==> config.mk <==
export PLATFORM = sky130hd
export DESIGN_NAME = saturador_pwm_gen
export DESIGN_NICKNAME = d
export VERILOG_FILES = /design/src/rtl/saturador_pwm_pkg.sv /design/src/rtl/saturador_fx.sv /design/src/rtl/saturador_pwm_gen.sv
export SDC_FILE = /design/constraint.sdc
export NUM_CORES = 1
export LEC_CHECK = 0
export CORE_ASPECT_RATIO = 0.7
export CORE_MARGIN = 8
export CORE_UTILIZATION = 50
export CTS_CLUSTER_SIZE = 14
export DETAILED_ROUTE_END_ITERATION = 16
export DONT_BUFFER_PORTS = 1
export PLACE_DENSITY_LB_ADDON = 0.12
export SLEW_MARGIN = 5
export SYNTH_ARGS = -nofsm -noshare
export SYNTH_HDL_FRONTEND = slang
export SYNTH_SLANG_ARGS = --single-unit
==> constraint.sdc <==
create_clock -name clk -period 1.7 [get_ports clk]
set_input_delay 0.425 -clock clk [delete_from_list [all_inputs] [get_ports clk]]
set_output_delay 0.425 -clock clk [all_outputs]
set_load 0.02 [all_outputs]
==> src/rtl/saturador_pwm_pkg.sv <==
// Shared defaults, offset-binary limits and saturation status for the saturating PWM generator.
package saturador_pwm_pkg;

  localparam int unsigned InWDef    = 28;
  localparam int unsigned OutWDef   = 11;
  localparam int unsigned LsbPosDef = 4;
  localparam int unsigned NumChDef  = 2;

  // Offset-binary limits, wide enough for any OUT_W up to 32; users slice [OUT_W-1:0].
  localparam logic [31:0] ObMax = 32'hFFFF_FFFF;
  localparam logic [31:0] ObMin = 32'h0000_0000;

  typedef enum logic [1:0] {
    SatNone = 2'b00,
    SatHi   = 2'b01,
    SatLo   = 2'b10
  } sat_e;

endpackage

==> src/rtl/saturador_fx.sv <==
// Combinational fixed-point narrowing: signed IN_W sample to offset-binary OUT_W with saturation.
// Define SATURADOR_PWM_ROUND_EN to round to nearest instead of truncating toward -inf.
module saturador_fx
  import saturador_pwm_pkg::*;
#(
  parameter int unsigned IN_W    = InWDef,
  parameter int unsigned OUT_W   = OutWDef,
  parameter int unsigned LSB_POS = LsbPosDef
) (
  input  logic [IN_W-1:0]  dato_i,
  output logic [OUT_W-1:0] val_o,
  output sat_e             sat_o
);

  // One guard bit so the rounding add can never wrap the sign.
  localparam int unsigned XW    = IN_W + 1;
  localparam int unsigned TopLo = LSB_POS + OUT_W - 1;

`ifdef SATURADOR_PWM_ROUND_EN
  localparam logic [XW-1:0] RoundAdd = (LSB_POS > 0) ? (XW'(1) << (LSB_POS - 1)) : '0;
`endif

  logic [XW-1:0]       x;
  logic [XW-1-TopLo:0] top;
  logic                in_range;
  logic                unused_low;

  always_comb begin
    x = {dato_i[IN_W-1], dato_i};
`ifdef SATURADOR_PWM_ROUND_EN
    x = x + RoundAdd;
`endif
    top      = x[XW-1:TopLo];
    in_range = (&top) | ~(|top);
    val_o    = {~x[TopLo], x[TopLo-1:LSB_POS]};
    sat_o    = SatNone;
    if (!in_range) begin
      if (!x[XW-1]) begin
        val_o = ObMax[OUT_W-1:0];
        sat_o = SatHi;
      end else begin
        val_o = ObMin[OUT_W-1:0];
        sat_o = SatLo;
      end
    end
  end

  assign unused_low = ^x[LSB_POS-1:0];

endmodule

==> src/rtl/saturador_pwm_gen.sv <==
// Multi-channel PWM generator fed by saturated samples; duties are double-buffered per period.
// Build option SATURADOR_PWM_ROUND_EN enables rounding inside saturador_fx.
module saturador_pwm_gen
  import saturador_pwm_pkg::*;
#(
  parameter int unsigned IN_W    = InWDef,
  parameter int unsigned OUT_W   = OutWDef,
  parameter int unsigned LSB_POS = LsbPosDef,
  parameter int unsigned NUM_CH  = NumChDef,
  localparam int unsigned CH_W   = (NUM_CH > 1) ? $clog2(NUM_CH) : 1
) (
  input  logic              clk,
  input  logic              reset,
  input  logic [IN_W-1:0]   dato_in,
  input  logic              dato_valid,
  input  logic [CH_W-1:0]   dato_ch,
  output logic [OUT_W-1:0]  dato_out,
  output logic              sat_hi,
  output logic              sat_lo,
  output logic              period_start,
  output logic [NUM_CH-1:0] pwm_out
);

  localparam logic [OUT_W-1:0] CntMax = {{(OUT_W - 1){1'b1}}, 1'b0};
  localparam logic [CH_W:0]    NumCh  = (CH_W + 1)'(NUM_CH);

  logic [OUT_W-1:0]  cnt_q, cnt_d;
  logic [OUT_W-1:0]  shadow_q [NUM_CH];
  logic [OUT_W-1:0]  shadow_d [NUM_CH];
  logic [OUT_W-1:0]  active_q [NUM_CH];
  logic [OUT_W-1:0]  active_d [NUM_CH];
  logic [OUT_W-1:0]  dato_out_q, dato_out_d;
  logic              sat_hi_q, sat_hi_d;
  logic              sat_lo_q, sat_lo_d;
  logic [NUM_CH-1:0] pwm_q, pwm_d;

  logic [OUT_W-1:0]  conv_val;
  sat_e              conv_sat;
  logic              accept;
  logic              wrap;

  saturador_fx #(
    .IN_W   (IN_W),
    .OUT_W  (OUT_W),
    .LSB_POS(LSB_POS)
  ) u_fx (
    .dato_i(dato_in),
    .val_o (conv_val),
    .sat_o (conv_sat)
  );

  assign accept = dato_valid && ({1'b0, dato_ch} < NumCh);
  assign wrap   = (cnt_q == CntMax);

  always_comb begin
    cnt_d      = wrap ? '0 : cnt_q + 1'b1;
    shadow_d   = shadow_q;
    active_d   = active_q;
    dato_out_d = dato_out_q;
    sat_hi_d   = 1'b0;
    sat_lo_d   = 1'b0;
    pwm_d      = '0;
    if (accept) begin
      dato_out_d = conv_val;
      sat_hi_d   = (conv_sat == SatHi);
      sat_lo_d   = (conv_sat == SatLo);
      for (int i = 0; i < NUM_CH; i++) begin
        if (dato_ch == CH_W'(i)) shadow_d[i] = conv_val;
      end
    end
    // Active duties take the shadow as it stood before this edge's sample.
    if (wrap) active_d = shadow_q;
    for (int i = 0; i < NUM_CH; i++) begin
      pwm_d[i] = (cnt_q < active_q[i]);
    end
  end

  always_ff @(posedge clk) begin
    if (reset) begin
      cnt_q      <= '0;
      shadow_q   <= '{default: '0};
      active_q   <= '{default: '0};
      dato_out_q <= '0;
      sat_hi_q   <= 1'b0;
      sat_lo_q   <= 1'b0;
      pwm_q      <= '0;
    end else begin
      cnt_q      <= cnt_d;
      shadow_q   <= shadow_d;
      active_q   <= active_d;
      dato_out_q <= dato_out_d;
      sat_hi_q   <= sat_hi_d;
      sat_lo_q   <= sat_lo_d;
      pwm_q      <= pwm_d;
    end
  end

  assign dato_out     = dato_out_q;
  assign sat_hi       = sat_hi_q;
  assign sat_lo       = sat_lo_q;
  assign period_start = (cnt_q == '0);
  assign pwm_out      = pwm_q;

endmodule

==> results by group <==
Timing
  • Final WS setup: -0.00479 ns
  • Part of the cycle the worst path needs: 1.00
  • Worst slew pin tran: 0.667 ns
  • Fin. Hold Viols: 0
  • Max Transition Viols Final: 0
  • Fin Hold WS: 0.164 ns
  • Clk_skew: 0.00654 ns
  • F_max: roughly 0.59 GHz
  • Max_slew headroom: 0.555
  • Min Tclk post-route: ~1.7 ns
  • RSZ-0062 raised after global routing: true
  • Setup violators final: 1

Global routing
  • Largest net degree at the start of global routing: 61
  • Vias in the first global route: around 2.8k
  • Initial antenna violation count: 0
  • First-pass GRT wire length: 13.2 mm
  • Total global routing overflow: 0
  • GRT Total Usage: 0.169

Synthesis
  • Post-Synth Simple-Gate Area: 0.219
  • Main combinational cell family by area after synthesis: simple AND/OR/NAND/NOR gates
  • Synth Area in Compound Gates: 0.186
  • EDFF count, synth: 0
  • YS warnings: 0
  • Mapped Cells: 451
  • Post-Syn Area: 3410 um2
  • #FFs+latches synth: 70
  • Async SR Flop Fraction: 0
  • Top post-synthesis cells by area: dfxtp_1 41%, nand2_1 9.5%, ha_1 8.4%, a21oi_1 7.9%, nor2_1 5.8%
  • Yosys top cell by area: dfxtp_1
  • Area share of the largest cell type after synthesis: 0.411
  • Synth Area in XOR/XNOR: 0.0231
  • Predominant post-synthesis flop cell: dfxtp_1
  • Post-synthesis sequential area ratio: 0.411
  • Top-count cell post-synth: nand2_1
  • Mux share of post-synthesis cell area: 0
  • Most common library cells after synthesis: 86 x nand2_1, 70 x dfxtp_1, 54 x a21oi_1, 53 x nor2_1, 35 x inv_1
  • Syn_area_per_cell: 7.56 um2
  • Adder-cell share of the synthesized area: 0.0844
  • Distinct cells, synth: 33
  • Syn Nets: between 500 and 600

Setup path
  • Setup crit end kind: primary output
  • Worst setup SP type: flop
  • WP data required: ~1.3 ns
  • Worst R2R Start: cnt_q[1]
  • Worst R2R Setup Slack: 0.13 ns
  • Worst Path Max Fanout: 2
  • Path depth of the worst reg2reg path: 6
  • RR Endpoint: active_q[6]
  • WP data arrival: between 1 and 1.5 ns
  • WS Path Type: flop to primary output

Run status
  • Failing checks: negative setup slack
  • Status: finished with violations

Power and ir drop
  • Share of power burned in registers: 0.492
  • Switching power: ~830 uW
  • Tot Pwr: 3600 uW
  • Pleak: approximately 0.0014 uW
  • Worst VDD drop: 0.572 mV
  • Combinational Power Share: 0.065
  • Pwr Density: 946 nW/um2
  • Clk network pwr share: 0.443
  • Sw Share: 0.230
  • Cell Int Power: 2770 uW

Routing
  • DR DRC count: 0
  • Vias per inst: 5.28
  • Final wirelength: 7.75 mm
  • Vias: just under 3k
  • Starting DRT DRC Count: 149
  • Pre-antenna DRT Iters: 4
  • DR WL/cell: ~14 um
  • Routed Antenna Nets: 0

Clock tree
  • Htree depth: 3
  • Total CTS buffers: 9
  • Clock root buffer: clkbuf_8
  • CTS tree: done
  • Num Clock Sinks: 70
  • Clock transition at the registers of the reported paths: 0.08 ns
  • CTS max path bufs: 2
  • Worst skew pair latency: approximately 0.34 ns

Die
  • Top Ports: 48
  • Die height: approximately 85 um
  • Die X: 115 um
  • Starting Density: 0.512
  • Die area: ~10000 um2
  • Core outline area: around 6700 um2
  • # rows: 25

Cells and area
  • Design area: between 3000 and 4000 um2
  • Fill cell count: around 670
  • Register area: 1420 um2
  • Footprint of the multi-input gates: around 1800 um2
  • Area growth syn-to-layout: 11.5%
  • Share of cells above drive strength 1: 0.101
  • Final layout net count: just over 500
  • Ant. Diodes: 0

Worst hold path
  • Hold depth: 1
  • Hold Crit Class: input pin to flop
  • Hold path endpoint: active_q[8]
  • Hold Path Origin: reset

Placement
  • # port buffers: 0
  • Placer Congestion: 0.804
  • Post-DP HPWL: approximately 5.5 mm
  • Placed Area: 3490 um2

Run
  • Max-cap viol count: 0
[per-layer routing]
metal | GRT usage | up-vias | routed length, um
li1 | - | 1496 | -
met1 | 0.216 | 1367 | 3850
met2 | 0.261 | 27 | 3590
met3 | 0.0503 | 9 | 209
met4 | 0.0606 | 0 | 108
met5 | 0 | - | 0
[through the flow]
step / util / setup TNS [ns] / setup slack, ns / instances
final: 0.571 / -0.00479 / -0.00479 / 549
after floorplan: - / 0 / 0.205 / 451
after CTS: 0.569 / -0.0437 / -0.0437 / 549
after global routing: 0.571 / -0.0578 / -0.0578 / 549
after detailed placement: 0.523 / -0.0502 / -0.0151 / 529
after global placement: 0.523 / 0 / 0.0108 / 529
[worst max path at each step]
stage                           start            to  slack [ns]
after floorplan           dato_in[15]   dato_out[0]        0.20
after global placement    dato_in[15]   dato_out[3]        0.01
after detailed placement  dato_in[15]   dato_out[5]       -0.02
after CTS                    cnt_q[6]  period_start       -0.04
after global routing         cnt_q[2]  period_start       -0.06
final                        cnt_q[2]  period_start      -0.005
[power groups by stage]
stage / Combinational [uW] / Sequential, uW / Clock (uW)
finish: 232 / 1770 / 1590
global route: 267 / 1780 / 1720
CTS: 230 / 1770 / 1640
detailed placement: 221 / 1820 / 0
global placement: 213 / 1820 / 0
floorplan: 209 / 1800 / 0
[critical path: stages, from the launching register on]
cell,delay [ns]
dfxtp_4,0.36
nor4_4,0.25
and4b_2,0.33
[registers in the layout, summed over array words and instances, names as in the netlist]
register and count:
pwm_out 2, sat_lo 1, cnt_q 11, sat_hi 1
active_q 22, shadow_q 22, dato_out 11
[what timing repair did]
| action | 4_1_cts | 5_1_grt |
|---|---|---|
| pin swaps | 1 | 1 |
| setup endpoints to repair | 1 | 1 |
| buffers inserted | 4 | 0 |
| resized for setup | 14 | 2 |
| hold buffers | 0 | 0 |
[cell families (layout without fill, tap and decap cells)]
group                      Yosys count  count (layout)
AOI/OAI and AO/OA                  115             115
xor gates and xnor gates             9               9
adders and majority gates           23              23
buffers and inverters               61              65
DFF                                 70              70
and+or+nand+nor                    173             173
[cell usage in the layout (no fill, tap or decap), types with 4 or more instances in the layout]
cell,count
a21oi_1,54
buf_4,13
clkbuf_8,9
dfxtp_1,63
dfxtp_4,4
ha_1,23
inv_1,35
nand2_1,86
nand4_1,7
nor2_1,53
nor2b_1,4
nor3_1,5
o21ai_0,26
o21ai_1,20
o2bb2ai_1,10
xnor2_1,7
[layout make-up]
| class | count | area share |
|---|---|---|
| repair buffers | 14 | 0.0309 |
| clock inverters | 7 | 0.0296 |
| inverters | 35 | 0.0346 |
| well taps | 94 | 0.0309 |
| multi-input cells | 320 | 0.468 |
| clock buffers | 9 | 0.0326 |
| flip-flops and latches | 70 | 0.373 |
No activity file was read; power rests on OpenSTA's default activity.
